File: config.mk
export PLATFORM = sky130hd
export DESIGN_NAME = cvxif_vec_issue_queue_flat
export DESIGN_NICKNAME = d
export VERILOG_FILES = /design/src/rtl/cvxif_vec_issue_queue_if.sv /design/src/rtl/cvxif_vec_issue_queue.sv /design/src/flat_wrapper.sv
export SDC_FILE = /design/constraint.sdc
export NUM_CORES = 1
export LEC_CHECK = 0
export ABC_AREA = 1
export BUFFER_PORTS_ARGS = -buffer_cell sky130_fd_sc_hd__buf_2
export CAP_MARGIN = 10
export CORE_ASPECT_RATIO = 1.5
export CORE_MARGIN = 4
export CORE_UTILIZATION = 50
export DETAILED_ROUTE_END_ITERATION = 10
export PLACE_DENSITY = 0.73
export SKIP_LAST_GASP = 1
export SLEW_MARGIN = 5
export SYNTH_ARGS = -nofsm -noshare
export SYNTH_HDL_FRONTEND = slang
export SYNTH_SLANG_ARGS = --single-unit
File: constraint.sdc
create_clock -name clk_i -period 2.88 [get_ports clk_i]
set_input_delay 0.288 -clock clk_i [delete_from_list [all_inputs] [get_ports clk_i]]
set_output_delay 0.288 -clock clk_i [all_outputs]
set_load 0.005 [all_outputs]
File: src/rtl/cvxif_vec_issue_queue_if.sv
// CV-X-IF issue / vector-unit / result bundle for the vector issue queue.
interface cvxif_vec_issue_queue_if #(
  parameter int unsigned XLEN    = 32,
  parameter int unsigned NUM_RS  = 2,
  parameter int unsigned ID_W    = 3,
  parameter int unsigned DEPTH   = 4,
  parameter int unsigned MAX_OUT = 8
);
  localparam int unsigned RS_W  = NUM_RS * XLEN;
  localparam int unsigned OCC_W = $clog2(DEPTH) + 1;
  localparam int unsigned OUT_W = $clog2(MAX_OUT + 1);

  // issue side
  logic              issue_valid_i;
  logic              issue_ready_o;
  logic [31:0]       issue_instr_i;
  logic [ID_W-1:0]   issue_id_i;
  logic [RS_W-1:0]   issue_rs_i;
  logic [NUM_RS-1:0] issue_rs_valid_i;
  logic              issue_accept_o;
  logic              issue_writeback_o;
  logic              flush_i;
  // dispatch side
  logic              vec_valid_o;
  logic              vec_ready_i;
  logic [31:0]       vec_instr_o;
  logic [ID_W-1:0]   vec_id_o;
  logic [RS_W-1:0]   vec_rs_o;
  // completion side
  logic              vec_done_i;
  logic [ID_W-1:0]   vec_done_id_i;
  logic              vec_done_we_i;
  logic [XLEN-1:0]   vec_done_data_i;
  // result side
  logic              result_valid_o;
  logic [ID_W-1:0]   result_id_o;
  logic              result_we_o;
  logic [XLEN-1:0]   result_data_o;
  // status
  logic [OCC_W-1:0]  occupancy_o;
  logic [OUT_W-1:0]  outstanding_o;

  // queue side
  modport slave (
    input  issue_valid_i, issue_instr_i, issue_id_i, issue_rs_i, issue_rs_valid_i, flush_i,
    input  vec_ready_i, vec_done_i, vec_done_id_i, vec_done_we_i, vec_done_data_i,
    output issue_ready_o, issue_accept_o, issue_writeback_o,
    output vec_valid_o, vec_instr_o, vec_id_o, vec_rs_o,
    output result_valid_o, result_id_o, result_we_o, result_data_o,
    output occupancy_o, outstanding_o
  );

  // core / vector-unit side
  modport master (
    output issue_valid_i, issue_instr_i, issue_id_i, issue_rs_i, issue_rs_valid_i, flush_i,
    output vec_ready_i, vec_done_i, vec_done_id_i, vec_done_we_i, vec_done_data_i,
    input  issue_ready_o, issue_accept_o, issue_writeback_o,
    input  vec_valid_o, vec_instr_o, vec_id_o, vec_rs_o,
    input  result_valid_o, result_id_o, result_we_o, result_data_o,
    input  occupancy_o, outstanding_o
  );
endinterface

File: src/rtl/cvxif_vec_issue_queue.sv
// CV-X-IF front end: decodes OP-V issues, buffers them in a FIFO toward the
// vector unit, tracks outstanding instructions and forwards completions.
module cvxif_vec_issue_queue #(
  parameter int unsigned XLEN    = 32,
  parameter int unsigned NUM_RS  = 2,
  parameter int unsigned ID_W    = 3,
  parameter int unsigned DEPTH   = 4,
  parameter int unsigned MAX_OUT = 8
) (
  input  logic                     clk_i,
  input  logic                     rst_ni,
  cvxif_vec_issue_queue_if.slave   bus
);
  localparam int unsigned PTR_W = $clog2(DEPTH);
  localparam int unsigned AW    = PTR_W + 1;
  localparam int unsigned OCC_W = PTR_W + 1;
  localparam int unsigned OUT_W = $clog2(MAX_OUT + 1);
  localparam int unsigned SUM_W = OUT_W + 1;
  localparam int unsigned RS_W  = NUM_RS * XLEN;

  logic [AW-1:0]    wptr_q, wptr_d, rptr_q, rptr_d;
  logic [OCC_W-1:0] occ_q, occ_d, occ_after_pop_c;
  logic [OUT_W-1:0] out_q, out_d;
  logic [SUM_W-1:0] add_c, sub_c;

  logic [31:0]      instr_mem_q [DEPTH];
  logic [ID_W-1:0]  id_mem_q    [DEPTH];
  logic [RS_W-1:0]  rs_mem_q    [DEPTH];

  logic             res_valid_q;
  logic [ID_W-1:0]  res_id_q;
  logic             res_we_q;
  logic [XLEN-1:0]  res_data_q;

  logic is_vec_c, is_wb_c, full_c, empty_c, ready_c, push_c, pop_c;

  // Decode and handshake qualification; full is taken from registered pointers
  // so a same-cycle pop never frees a slot for a push.
  always_comb begin
    is_vec_c = (bus.issue_instr_i[6:0] == 7'b1010111);
    is_wb_c  = is_vec_c && (bus.issue_instr_i[14:12] == 3'b111);
    empty_c  = (wptr_q == rptr_q);
    full_c   = (wptr_q[PTR_W] != rptr_q[PTR_W]) &&
               (wptr_q[PTR_W-1:0] == rptr_q[PTR_W-1:0]);
    ready_c  = 1'b0;
    if (bus.issue_valid_i && !bus.flush_i) begin
      if (is_vec_c) ready_c = !full_c && (out_q < OUT_W'(MAX_OUT)) && (&bus.issue_rs_valid_i);
      else          ready_c = 1'b1;
    end
    push_c = ready_c && is_vec_c;
    pop_c  = !empty_c && bus.vec_ready_i;
  end

  // Next-state for pointers, occupancy and outstanding count.
  always_comb begin
    wptr_d          = wptr_q;
    rptr_d          = rptr_q;
    occ_after_pop_c = occ_q - OCC_W'(pop_c);
    occ_d           = occ_after_pop_c + OCC_W'(push_c);
    if (push_c) wptr_d = wptr_q + AW'(1);
    if (pop_c)  rptr_d = rptr_q + AW'(1);
    if (bus.flush_i) begin
      // ready is low during flush, so wptr_q is also the post-cycle write pointer
      rptr_d = wptr_q;
      occ_d  = '0;
    end
    add_c = SUM_W'(out_q) + SUM_W'(push_c);
    sub_c = SUM_W'(bus.vec_done_i) + (bus.flush_i ? SUM_W'(occ_after_pop_c) : '0);
    out_d = (add_c >= sub_c) ? OUT_W'(add_c - sub_c) : '0;
  end

  // Control state registers.
  always_ff @(posedge clk_i or negedge rst_ni) begin
    if (!rst_ni) begin
      wptr_q <= '0;
      rptr_q <= '0;
      occ_q  <= '0;
      out_q  <= '0;
    end else begin
      wptr_q <= wptr_d;
      rptr_q <= rptr_d;
      occ_q  <= occ_d;
      out_q  <= out_d;
    end
  end

  // FIFO storage; cleared on reset so head fields read zero.
  always_ff @(posedge clk_i or negedge rst_ni) begin
    if (!rst_ni) begin
      for (int unsigned i = 0; i < DEPTH; i++) begin
        instr_mem_q[PTR_W'(i)] <= '0;
        id_mem_q[PTR_W'(i)]    <= '0;
        rs_mem_q[PTR_W'(i)]    <= '0;
      end
    end else if (push_c) begin
      instr_mem_q[wptr_q[PTR_W-1:0]] <= bus.issue_instr_i;
      id_mem_q[wptr_q[PTR_W-1:0]]    <= bus.issue_id_i;
      rs_mem_q[wptr_q[PTR_W-1:0]]    <= bus.issue_rs_i;
    end
  end

  // Completion-to-result pass-through, one cycle late, never stalled.
  always_ff @(posedge clk_i or negedge rst_ni) begin
    if (!rst_ni) begin
      res_valid_q <= 1'b0;
      res_id_q    <= '0;
      res_we_q    <= 1'b0;
      res_data_q  <= '0;
    end else begin
      res_valid_q <= bus.vec_done_i;
      if (bus.vec_done_i) begin
        res_id_q   <= bus.vec_done_id_i;
        res_we_q   <= bus.vec_done_we_i;
        res_data_q <= bus.vec_done_data_i;
      end
    end
  end

  // A completion with nothing outstanding indicates a vector-unit protocol error.
  a_done_underflow: assert property (@(posedge clk_i) disable iff (!rst_ni)
    !(bus.vec_done_i && (out_q == '0)));

  assign bus.issue_ready_o     = ready_c;
  assign bus.issue_accept_o    = ready_c && is_vec_c;
  assign bus.issue_writeback_o = ready_c && is_wb_c;
  assign bus.vec_valid_o       = !empty_c;
  assign bus.vec_instr_o       = instr_mem_q[rptr_q[PTR_W-1:0]];
  assign bus.vec_id_o          = id_mem_q[rptr_q[PTR_W-1:0]];
  assign bus.vec_rs_o          = rs_mem_q[rptr_q[PTR_W-1:0]];
  assign bus.result_valid_o    = res_valid_q;
  assign bus.result_id_o       = res_id_q;
  assign bus.result_we_o       = res_we_q;
  assign bus.result_data_o     = res_data_q;
  assign bus.occupancy_o       = occ_q;
  assign bus.outstanding_o     = out_q;
endmodule

File: src/flat_wrapper.sv
// flat-port wrapper written by rule: the top's interface ports become plain ports
module cvxif_vec_issue_queue_flat 
#(
  parameter int unsigned XLEN    = 32,
  parameter int unsigned NUM_RS  = 2,
  parameter int unsigned ID_W    = 3,
  parameter int unsigned DEPTH   = 4,
  parameter int unsigned MAX_OUT = 8
)
  (clk_i, rst_ni, bus_issue_valid_i, bus_issue_instr_i, bus_issue_id_i, bus_issue_rs_i, bus_issue_rs_valid_i, bus_flush_i, bus_vec_ready_i, bus_vec_done_i, bus_vec_done_id_i, bus_vec_done_we_i, bus_vec_done_data_i, bus_issue_ready_o, bus_issue_accept_o, bus_issue_writeback_o, bus_vec_valid_o, bus_vec_instr_o, bus_vec_id_o, bus_vec_rs_o, bus_result_valid_o, bus_result_id_o, bus_result_we_o, bus_result_data_o, bus_occupancy_o, bus_outstanding_o);
  cvxif_vec_issue_queue_if #(.XLEN(XLEN), .NUM_RS(NUM_RS), .ID_W(ID_W), .DEPTH(DEPTH), .MAX_OUT(MAX_OUT)) bus_i ();
  input  logic clk_i;
  input  logic rst_ni;
  input wire logic [$bits(bus_i.issue_valid_i)-1:0] bus_issue_valid_i;
  input wire logic [$bits(bus_i.issue_instr_i)-1:0] bus_issue_instr_i;
  input wire logic [$bits(bus_i.issue_id_i)-1:0] bus_issue_id_i;
  input wire logic [$bits(bus_i.issue_rs_i)-1:0] bus_issue_rs_i;
  input wire logic [$bits(bus_i.issue_rs_valid_i)-1:0] bus_issue_rs_valid_i;
  input wire logic [$bits(bus_i.flush_i)-1:0] bus_flush_i;
  input wire logic [$bits(bus_i.vec_ready_i)-1:0] bus_vec_ready_i;
  input wire logic [$bits(bus_i.vec_done_i)-1:0] bus_vec_done_i;
  input wire logic [$bits(bus_i.vec_done_id_i)-1:0] bus_vec_done_id_i;
  input wire logic [$bits(bus_i.vec_done_we_i)-1:0] bus_vec_done_we_i;
  input wire logic [$bits(bus_i.vec_done_data_i)-1:0] bus_vec_done_data_i;
  output wire logic [$bits(bus_i.issue_ready_o)-1:0] bus_issue_ready_o;
  output wire logic [$bits(bus_i.issue_accept_o)-1:0] bus_issue_accept_o;
  output wire logic [$bits(bus_i.issue_writeback_o)-1:0] bus_issue_writeback_o;
  output wire logic [$bits(bus_i.vec_valid_o)-1:0] bus_vec_valid_o;
  output wire logic [$bits(bus_i.vec_instr_o)-1:0] bus_vec_instr_o;
  output wire logic [$bits(bus_i.vec_id_o)-1:0] bus_vec_id_o;
  output wire logic [$bits(bus_i.vec_rs_o)-1:0] bus_vec_rs_o;
  output wire logic [$bits(bus_i.result_valid_o)-1:0] bus_result_valid_o;
  output wire logic [$bits(bus_i.result_id_o)-1:0] bus_result_id_o;
  output wire logic [$bits(bus_i.result_we_o)-1:0] bus_result_we_o;
  output wire logic [$bits(bus_i.result_data_o)-1:0] bus_result_data_o;
  output wire logic [$bits(bus_i.occupancy_o)-1:0] bus_occupancy_o;
  output wire logic [$bits(bus_i.outstanding_o)-1:0] bus_outstanding_o;
  assign bus_i.issue_valid_i = bus_issue_valid_i;
  assign bus_i.issue_instr_i = bus_issue_instr_i;
  assign bus_i.issue_id_i = bus_issue_id_i;
  assign bus_i.issue_rs_i = bus_issue_rs_i;
  assign bus_i.issue_rs_valid_i = bus_issue_rs_valid_i;
  assign bus_i.flush_i = bus_flush_i;
  assign bus_i.vec_ready_i = bus_vec_ready_i;
  assign bus_i.vec_done_i = bus_vec_done_i;
  assign bus_i.vec_done_id_i = bus_vec_done_id_i;
  assign bus_i.vec_done_we_i = bus_vec_done_we_i;
  assign bus_i.vec_done_data_i = bus_vec_done_data_i;
  assign bus_issue_ready_o = bus_i.issue_ready_o;
  assign bus_issue_accept_o = bus_i.issue_accept_o;
  assign bus_issue_writeback_o = bus_i.issue_writeback_o;
  assign bus_vec_valid_o = bus_i.vec_valid_o;
  assign bus_vec_instr_o = bus_i.vec_instr_o;
  assign bus_vec_id_o = bus_i.vec_id_o;
  assign bus_vec_rs_o = bus_i.vec_rs_o;
  assign bus_result_valid_o = bus_i.result_valid_o;
  assign bus_result_id_o = bus_i.result_id_o;
  assign bus_result_we_o = bus_i.result_we_o;
  assign bus_result_data_o = bus_i.result_data_o;
  assign bus_occupancy_o = bus_i.occupancy_o;
  assign bus_outstanding_o = bus_i.outstanding_o;
  cvxif_vec_issue_queue #(.XLEN(XLEN), .NUM_RS(NUM_RS), .ID_W(ID_W), .DEPTH(DEPTH), .MAX_OUT(MAX_OUT)) u_core (.clk_i(clk_i), .rst_ni(rst_ni), .bus(bus_i));
endmodule
# Word-level counts from Yosys, hierarchy flattened
# Cells that the tools add are included.
# classes
order_cmp	5
n_eq_ne	5
muxes	25
add_sub_neg	7
n_bitwise	2
n_reduce_logical	14
# op_table
operator	n
256-bit bitwise mux	1
64-bit 2-to-1 mux	3
64-bit binary-select mux with 2-bit select	1
128-bit bitwise mux	1
64-bit demux with 2-bit select	1
32-bit 2-to-1 mux	3
32-bit binary-select mux with 2-bit select	1
32-bit demux with 2-bit select	1
3-bit 2-to-1 mux	7
12-bit bitwise mux	1
1-bit logical AND	9
7-bit == test, second input constant	1
3-bit by 1-bit adder with 3-bit output, second input constant	2
3-bit binary-select mux with 2-bit select	1
3-bit demux with 2-bit select	1
3-bit >= comparator, second input constant	2
2-bit NOT with 3-bit output	2
4-bit by 1-bit adder with 5-bit output	1
5-bit >= comparator	1
1-bit by 3-bit adder with 4-bit output	1
4-bit < comparator, second input constant	1
4-bit 2-to-1 mux	1
4-bit subtractor	1
3-bit by 1-bit adder with 3-bit output	1
other kinds (10)	13
# word_totals
input_bits	143
word_cells	78
ff_bits	446
out_inout_bits	147

# Logic depth before layout (Yosys ltp)
# Gate-level depths: netlist of run 1.
# depth
ltp_word	11
mapped_depth	17

# Least setup slack after synthesis of run 1
# No wires, ideal clock.
# synth_timing
kind	register -> register
startpoint	register u_core.wptr_q[1]
endpoint	register u_core.out_q[3], in the netlist u_core.bus.outstanding_o[3]
slack_ps	127
arrival_ps	2624
stages_incl_launch_ff	16
required_time_ps	2751
setup_ps	129
cell_sequence	dfrtp_1 inv_1 nand2_1 nand2_1 nand3_1 nand4_4 buf_2 inv_1 ha_1 ha_1 xor2_1 ha_1 a21oi_1 o21ai_0 a21oi_1 nor2_1
# synth_via
elab_chain_len	11
word_cells_on_any_way	18
classes_between	add/sub (4); order compare (1); eq/ne (2); mux (4); reduce/logical (7)
# synth_lines
element	line	text
start: declaration	cvxif_vec_issue_queue.sv:21	logic [AW-1:0] wptr_q, wptr_d, rptr_q, rptr_d;
start signal: assignment	cvxif_vec_issue_queue.sv:80	wptr_q <= wptr_d;
2-bit == test (*)	cvxif_vec_issue_queue.sv:44	(wptr_q[PTR_W-1:0] == rptr_q[PTR_W-1:0]);
1-bit logical AND (*)	cvxif_vec_issue_queue.sv:43	full_c = (wptr_q[PTR_W] != rptr_q[PTR_W]) &&
1-bit logical NOT (*)	cvxif_vec_issue_queue.sv:47	if (is_vec_c) ready_c = !full_c && (out_q < OUT_W'(MAX_OUT)) && (&bus.issue_rs_valid_i);
1-bit logical AND (*) (2 in series)	cvxif_vec_issue_queue.sv:47	
1-bit 2-to-1 mux (*)	cvxif_vec_issue_queue.sv:47	
1-bit 2-to-1 mux (*)	cvxif_vec_issue_queue.sv:46	if (bus.issue_valid_i && !bus.flush_i) begin
1-bit logical AND (*)	-	
named net bus_issue_accept_o	flat_wrapper.sv:26	output wire logic [$bits(bus_i.issue_accept_o)-1:0] bus_issue_accept_o;
4-bit by 1-bit adder with 5-bit output (*)	cvxif_vec_issue_queue.sv:67	add_c = SUM_W'(out_q) + SUM_W'(push_c);
4-bit subtractor / 5-bit >= comparator (equally long branches)	cvxif_vec_issue_queue.sv:69	out_d = (add_c >= sub_c) ? OUT_W'(add_c - sub_c) : '0;
4-bit 2-to-1 mux (*)	cvxif_vec_issue_queue.sv:69	
named net u_core.out_d[3]	cvxif_vec_issue_queue.sv:23	logic [OUT_W-1:0] out_q, out_d;
end signal: assignment	cvxif_vec_issue_queue.sv:83	out_q <= out_d;
end: declaration	cvxif_vec_issue_queue.sv:23	
# The timed path passes the listed nets; every way through them passes the cells marked *.
# A chain may end at the register's enable or synchronous reset.

# Final worst setup path of run 1
# layout_timing
startpoint	register u_core.rptr_q[0]
endpoint	register u_core.out_q[3], in the netlist u_core.bus.outstanding_o[3]
# layout_via
elab_chain_len	11
word_cells_on_any_way	18
classes_between	add/sub (4); order compare (1); eq/ne (2); mux (4); reduce/logical (7)
# layout_lines
element	line	text
start: declaration	cvxif_vec_issue_queue.sv:21	
start signal: assignment	cvxif_vec_issue_queue.sv:81	rptr_q <= rptr_d;
parallel branches: the longest is 10 deep, another holds 1-bit by 3-bit adder with 4-bit output	-	
4-bit 2-to-1 mux (*)	cvxif_vec_issue_queue.sv:69	
named net u_core.out_d[3]	cvxif_vec_issue_queue.sv:23	
# Mark *: on every way through the listed nets, which the timed path passes.

==> run_results.csv, run 1 <==
group,metric,value,unit
layout,fin_cells,3746,
logic_synthesis,yosysUniqueCellTypes,26,
clocking,clk_pin_slew,0.06,ns
floorplan,dieArea,48820,sq um
power_and_ir_drop,p_leak,13.23,nW
sta,tightest_slew,1.141,ns
power_and_ir_drop,swShare,0.2803,
worst_setup_path,startpoint_type,"register",
worst_setup_path,crit_fanout,4,
logic_synthesis,yosysWarningCount,0,
floorplan,core,44810,sq um
logic_synthesis,avgSynthCellArea,8.039,sq um
drt,firstDrtPassIters,5,
flow_run,max-cap-violations,0,
sta,finClkSkew,0.01103,ns
layout,seq_area,11160,sq um
power_and_ir_drop,p_seq_frac,0.440,
drt,route.vias.total,19740,
global_route,grt.overflow.total,0,
drt,initialDrtViolationCount,1369,
drt,wl,64400,um
clocking,cts_tree,"built",
sta,hold_viol,0,
power_and_ir_drop,clock_power_share,0.372,
drt,via_per_inst,5.269,
floorplan,dieWidth,181.7,um
power_and_ir_drop,power_density,539.4,nW/um^2
worst_setup_path,cp.required,3.30,ns
sta,fmax,347.1,MHz
global_route,antenna_found_initial,5,
sta,finalCritPeriodShare,1.000,
global_route,grt_util_all_layers,0.2575,
global_route,grt_pass1_vias,19960,
logic_synthesis,synth_fp_nets,2977,
logic_synthesis,postSynthRegisterBits,446,
sta,rsz0062_at_grt,"true",
worst_hold_path,hp-class,"input port to register",
global_route,grt_max_degree,207,
clocking,htreeDepth,2,
logic_synthesis,synth_area,22640,sq um
floorplan,initial_core_util,0.5052,
clocking,cts.sinks,446,
place,port_buffers,289,
power_and_ir_drop,switchingPower,4.136,mW
power_and_ir_drop,power_frac_comb,0.188,
layout,multi_input_area,9121,sq um
place,dp_cells,3545,
floorplan,die_height,268.6,um
sta,timing.final.max_slew_violations,0,
logic_synthesis,synth_edf_count,0,
place,pre_cts_slack,-0.1145,ns
place,hpwl,35250,um
logic_synthesis,ys_seq_area_frac,0.4930,
layout,drive_gt1_frac,0.1478,
worst_setup_path,path_class,"register to register",
sta,setup_ws,-0.001246,ns
drt,drc,0,
drt,routedWlPerCell,17.19,um
clocking,clock_latency,0.55,ns
clocking,cts-buffers-inserted,44,
logic_synthesis,async_flop_share,1.000,
clocking,clock-root-buffer,"clkbuf_16",
global_route,grt_pass1_wl,104000,um
status,failed_checks,"negative setup slack",
worst_setup_path,cp-end-kind,"register",
sta,min_period,2.881,ns
sta,worst_slew_margin_rel,0.2393,
layout,syn_to_final_growth,20.82,%
drt,drtAntennaViolNets,0,
logic_synthesis,synthFlopType,"dfrtp_1",
worst_setup_path,crit_arrival,3.30,ns
power_and_ir_drop,vdd_drop_max,0.0005184,V
logic_synthesis,synthCells,2816,
clocking,clock_path_buffers,3,
place,place_area,24590,sq um
status,run_status,"finished with violations",
floorplan,io_pins,290,
floorplan,core.rowCount,95,
power_and_ir_drop,internal_power,10.62,mW
sta,tns,-0.001246,ns
layout,design_area,27350,sq um
layout,num-fill-cells,3818,
sta,hold-worst-slack,0.03136,ns
sta,setup_viol,1,
layout,layout.nets,3296,
place,finalWeightedCongestion,0.8185,
## cell families (layout without fill, tap and decap cells)
kind of cell    after synthesis  count (layout)  share of synthesized area
simple gates                914             914                     0.1540
compound gates              778             778                     0.2127
buf+inv                     616             959                     0.1090
flops                       446             446                     0.4930
mux                          36              36                    0.01791
fa+ha+maj                    18              18                    0.01028
xor+xnor                      8               8                   0.003095
other cells                   0               5                          0
## area by class of cell
| cell class | count | share of cell area |
|---|---|---|
| clock buffer | 68 | 0.04799 |
| clock inverter | 2 | 0.0004574 |
| tap | 582 | 0.02662 |
| antenna | 5 | 0.0004574 |
| timing repair buffer | 463 | 0.1236 |
| inverter | 426 | 0.05928 |
| sequential | 446 | 0.4082 |
| multi-input combinational | 1754 | 0.3335 |
## cell usage in the layout, fill, tap and decap left out, types with 10 or more instances in the layout
| cell type | Yosys | routed |
|---|---|---|
| nand2_1 | 876 | 875 |
| buf_12 | 0 | 18 |
| mux2_2 | 36 | 36 |
| inv_1 | 423 | 417 |
| dfrtp_1 | 446 | 445 |
| a21oi_1 | 302 | 300 |
| o21bai_1 | 368 | 368 |
| nor2_1 | 21 | 19 |
| buf_4 | 24 | 30 |
| ha_1 | 17 | 13 |
| clkbuf_16 | 0 | 46 |
| buf_2 | 53 | 288 |
| clkbuf_8 | 0 | 10 |
| clkbuf_1 | 79 | 13 |
| o21ai_0 | 107 | 106 |
| dlygate4sd3_1 | 0 | 118 |
## metrics by stage
| stage | util | total power, mW |
|---|---|---|
| 2_1_floorplan | - | 7.835 |
| 3_3_place_gp | 0.5488 | 8.989 |
| 3_5_place_dp | 0.5488 | 9.048 |
| 4_1_cts | 0.6062 | 14.76 |
| 5_1_grt | 0.6104 | 15.44 |
| 6_report | 0.6104 | 14.76 |
## synthesized netlist by cell type (2+ instances only)
cell type | n | area (sq um)
nand2_1 | 876 | 3288
dfrtp_1 | 446 | 11160
inv_1 | 423 | 1588
o21bai_1 | 368 | 2763
a21oi_1 | 302 | 1511
o21ai_0 | 107 | 535.5
clkbuf_1 | 79 | 296.5
buf_2 | 53 | 265.3
mux2_2 | 36 | 405.4
buf_1 | 34 | 127.6
buf_4 | 24 | 180.2
nor2_1 | 21 | 78.83
ha_1 | 17 | 212.7
nand3_1 | 5 | 25.02
nor2_2 | 4 | 25.02
xnor2_1 | 4 | 35.03
xor2_1 | 4 | 35.03
nand3b_1 | 3 | 22.52
inv_2 | 2 | 7.510
nand4_1 | 2 | 12.51
## final timing paths
| path | startpoint | endpoint | slack, ns | cells past startpoint |
|---|---|---|---|---|
| worst max-delay path | u_core.rptr_q[0]$_DFFE_PN0P_ | u_core.bus.outstanding_o[3]$_DFF_PN0_ | -0.001 | 16 |
| worst min-delay path | bus_issue_rs_i[3] | u_core.rs_mem_q[67]$_DFFE_PN0P_ | 0.03 | 3 |
| worst max register to register | u_core.rptr_q[0]$_DFFE_PN0P_ | u_core.bus.outstanding_o[3]$_DFF_PN0_ | -0.001 | 16 |
| worst min register to register | u_core.instr_mem_q[64]$_DFFE_PN0P_ | u_core.instr_mem_q[64]$_DFFE_PN0P_ | 0.45 | 2 |
| max in group asynchronous | rst_ni | u_core.rs_mem_q[101]$_DFFE_PN0P_ | 1.56 | 3 |
| min in group asynchronous | rst_ni | u_core.bus.outstanding_o[2]$_DFF_PN0_ | 0.37 | 2 |
## what timing repair did
| action | CTS | global route |
|---|---|---|
| pin swaps | 2 | 12 |
| gates resized for setup | 8 | 26 |
| hold buffers | 118 | 0 |
| cloned | 1 | 1 |
| endpoints found under the hold margin | 397 | 0 |
| setup endpoints to repair | 104 | 71 |
| buffers inserted | 0 | 6 |
## power by group through the flow
stage	combinational [mW]	clock (mW)	sequential [mW]
2_1_floorplan	1.25	0	6.59
3_5_place_dp	2.45	0	6.59
6_report	2.78	5.49	6.49
3_3_place_gp	2.40	0	6.59
4_1_cts	2.66	5.62	6.48
5_1_grt	3.06	5.88	6.50
## per-layer routing
layer	track usage	up-vias	part of all wire
met5	0	-	0
li1	-	9402	-
met2	0.4522	653	0.51
met4	0.1009	0	0.036
met1	0.3240	9538	0.40
met3	0.03495	144	0.056
## worst max-delay path, stage by stage (launching register included)
cell      delay (ns)
dfrtp_4         0.51
xnor2_2         0.19
nand3b_1        0.13
nand2_1         0.12
inv_2           0.05
ha_4            0.16
ha_4            0.15
or2_4           0.23
nand2_4         0.08
nor2_4          0.04
xnor2_2         0.14
ha_1            0.35
buf_6           0.14
nand4_1         0.07
nand3b_1        0.12
a21oi_2         0.20
nor2_1          0.07
## registers in the layout (all words and copies together), names as in the netlist
register / cells
u_core.bus.occupancy_o: 3
u_core.bus.outstanding_o: 4
u_core.bus.result_valid_o: 1
u_core.rptr_q: 3
u_core.id_mem_q: 12
u_core.instr_mem_q: 128
u_core.bus.result_data_o: 32
u_core.bus.result_id_o: 3
u_core.bus.result_we_o: 1
u_core.rs_mem_q: 256
u_core.wptr_q: 3
No activity file was read; power rests on OpenSTA's default activity.
==> inputs of run 2 (changes only) <==
--- a/config.mk
+++ b/config.mk
@@ -6,13 +6,15 @@
 export NUM_CORES = 1
 export LEC_CHECK = 0
 export ABC_AREA = 1
-export BUFFER_PORTS_ARGS = -buffer_cell sky130_fd_sc_hd__buf_2
+export BUFFER_PORTS_ARGS = -buffer_cell sky130_fd_sc_hd__buf_4
 export CAP_MARGIN = 10
+export CELL_PAD_IN_SITES_DETAIL_PLACEMENT = 2
+export CELL_PAD_IN_SITES_GLOBAL_PLACEMENT = 2
 export CORE_ASPECT_RATIO = 1.5
 export CORE_MARGIN = 4
-export CORE_UTILIZATION = 50
+export CORE_UTILIZATION = 31
 export DETAILED_ROUTE_END_ITERATION = 10
-export PLACE_DENSITY = 0.73
+export PLACE_DENSITY_LB_ADDON = 0.1
 export SKIP_LAST_GASP = 1
 export SLEW_MARGIN = 5
 export SYNTH_ARGS = -nofsm -noshare
==> run 2 against run 1 <==
Effect of this change:
- the flow still finishes with violations (negative setup slack)
- clock skew up 0.012 ns
- fmax down 4.1%
- critical path depth up 2
- global-route usage down 2.8 points
- largest power group is now the clock network
==> run_results.csv, run 2 (synthesis gave the netlist of run 1 again) <==
group,metric,value,unit
status,run_status,"finished with violations",
status,failed_checks,"negative setup slack",
drt,drtAntennaViolNets,0,
power_and_ir_drop,p_leak,14.18,nW
drt,firstDrtPassIters,5,
worst_setup_path,critPathMostFrequentCell,"ha_4",
sta,worst_slew_margin_rel,0.3830,
sta,finalCritPeriodShare,1.043,
clocking,cts-buffers-inserted,50,
worst_setup_path,cp.required,3.36,ns
worst_setup_path,cp-end-kind,"register",
sta,rsz0062_at_grt,"true",
clocking,clk_pin_slew,0.07,ns
layout,largest_reg_flops,256,
place,place_area,26100,sq um
global_route,grt_pass1_wl,141600,um
worst_setup_path,crit_fanout,4,
layout,final_common_cell,"nand2_1",
drt,route.vias.total,20820,
worst_setup_path,path_cells,"inv_1 -> nand2_1 -> nand2_1 -> nand3b_1 -> buf_4 -> nand2_2 -> inv_2 -> ha_4 -> ha_4 -> nor2_4 -> ha_4 -> xnor2_4 -> ha_4 -> buf_6 -> nand4_1 -> nand3b_1 -> a21oi_2 -> nor2_1",
sta,tightest_slew,0.9254,ns
global_route,grt_pass1_vias,24110,
place,dp_cells,3919,
floorplan,die_height,339.0,um
layout,fin_cells,4172,
floorplan,initial_core_util,0.3122,
sta,finClkSkew,0.02292,ns
sta,fmax,332.8,MHz
layout,num-fill-cells,8071,
layout,syn_to_final_growth,31.51,%
drt,routedWlPerCell,22.10,um
floorplan,dieWidth,228.7,um
drt,via_per_inst,4.989,
flow_run,max-cap-violations,0,
layout,regMostFlops,"u_core.rs_mem_q",
layout,final_cell_mix,"870 x nand2_1, 444 x dfrtp_1, 415 x inv_1",
power_and_ir_drop,power_density,567.6,nW/um^2
place,hpwl,50550,um
clocking,clock_path_buffers,3,
layout,design_area,29770,sq um
clocking,clock_latency,0.62,ns
worst_setup_path,path_class,"register to register",
global_route,grt_max_degree,93,
place,finalWeightedCongestion,0.7369,
sta,timing.final.max_slew_violations,0,
drt,wl,92180,um
layout,utilization,0.4106,
global_route,grt_util_all_layers,0.2296,
worst_setup_path,critical_path_buf_inv_count,4,
place,pre_cts_slack,-0.2553,ns
floorplan,dieArea,77510,sq um
layout,drive_gt1_frac,0.1730,
worst_setup_path,cp_slowest_cell,"dfrtp_1",
worst_setup_path,path_delay_family,"simple AND/OR/NAND/NOR gates",
sta,setup_viol,5,
worst_hold_path,hp-class,"input port to register",
sta,min_period,3.004,ns
sta,setup_ws,-0.1244,ns
floorplan,core,72520,sq um
floorplan,core.rowCount,121,
power_and_ir_drop,finalPower,16.90,mW
worst_setup_path,max_stage_delay,0.40,ns
drt,initialDrtViolationCount,787,
clocking,cts_tree,"built",
worst_setup_path,startpoint_type,"register",
clocking,cts.sinks,446,
drt,drc,0,
clocking,htreeDepth,2,
place,port_buffers,289,
sta,hold_viol,0,
worst_setup_path,crit_arrival,3.49,ns
floorplan,io_pins,290,
power_and_ir_drop,vdd_drop_max,0.0003996,V
clocking,clock-root-buffer,"clkbuf_16",
layout,layout.nets,3374,
global_route,grt.overflow.total,0,
sta,hold-worst-slack,0.1880,ns
global_route,antenna_found_initial,4,
sta,tns,-0.4679,ns
## run 2: cell count changes in the layout (fill, tap and decap cells not counted), sizes merged, moves of 3 or more
cell	previous run	this run
bufbuf	0	3
clkinv	6	10
clkbuf	69	82
diode	5	2
buf	344	399
dlygate4sd3	118	130
## run 2: timing repair
item,in CTS,in global routing
gates resized for setup,24,37
endpoints found under the setup margin,90,37
pin swaps,9,21
buffers inserted,22,9
endpoints found under the hold margin,458,0
hold buffers,130,0
cloned,4,3
## run 2: cell type report
| class | instances | area, sq um | area share |
|---|---|---|---|
| Sequential cell | 446 | 11170 | 0.3750 |
| Multi-Input combinational cell | 1754 | 9259 | 0.3110 |
| Timing Repair Buffer | 535 | 4896 | 0.1644 |
| Inverter | 426 | 1617 | 0.05429 |
| Clock buffer | 79 | 1584 | 0.05320 |
| Tap cell | 922 | 1154 | 0.03875 |
| Clock inverter | 8 | 93.84 | 0.003152 |
| Antenna cell | 2 | 5.005 | 0.0001681 |
## run 2: worst min-delay path, cell delays in order
cell,delay (ns)
buf_4,0.12
ha_4,0.13
ha_1,0.15
nor2_1,0.07
## run 2: power by group
group | total (mW) | leakage, nW | switching, mW | internal [mW]
clock | 6.73 | 0.832 | 2.81 | 3.92
combinational | 3.66 | 9.29 | 2.03 | 1.63
sequential | 6.51 | 4.06 | 0.109 | 6.40
## run 2: worst paths after layout
kind                                                          from                                     to  slack [ns]  cells after the start
worst max-delay path                  u_core.wptr_q[1]$_DFFE_PN0P_  u_core.bus.outstanding_o[0]$_DFF_PN0_       -0.12                     18
min in group asynchronous                                   rst_ni        u_core.rs_mem_q[90]$_DFFE_PN0P_        0.23                      2
worst min-delay path                                bus_vec_done_i  u_core.bus.outstanding_o[0]$_DFF_PN0_        0.19                      4
worst max register to register        u_core.wptr_q[1]$_DFFE_PN0P_  u_core.bus.outstanding_o[0]$_DFF_PN0_       -0.12                     18
max in group asynchronous                                   rst_ni       u_core.rs_mem_q[243]$_DFFE_PN0P_        1.63                      4
worst min register to register  u_core.instr_mem_q[65]$_DFFE_PN0P_     u_core.instr_mem_q[65]$_DFFE_PN0P_        0.45                      2
## run 2: metal layers
metal | wire length [um] | vias to the layer above | global-route usage
met5 | 27 | - | 0
met4 | 1600 | 4 | 0.04812
met3 | 3052 | 83 | 0.03791
met2 | 48390 | 298 | 0.4300
met1 | 39110 | 10870 | 0.2754
li1 | - | 9557 | -
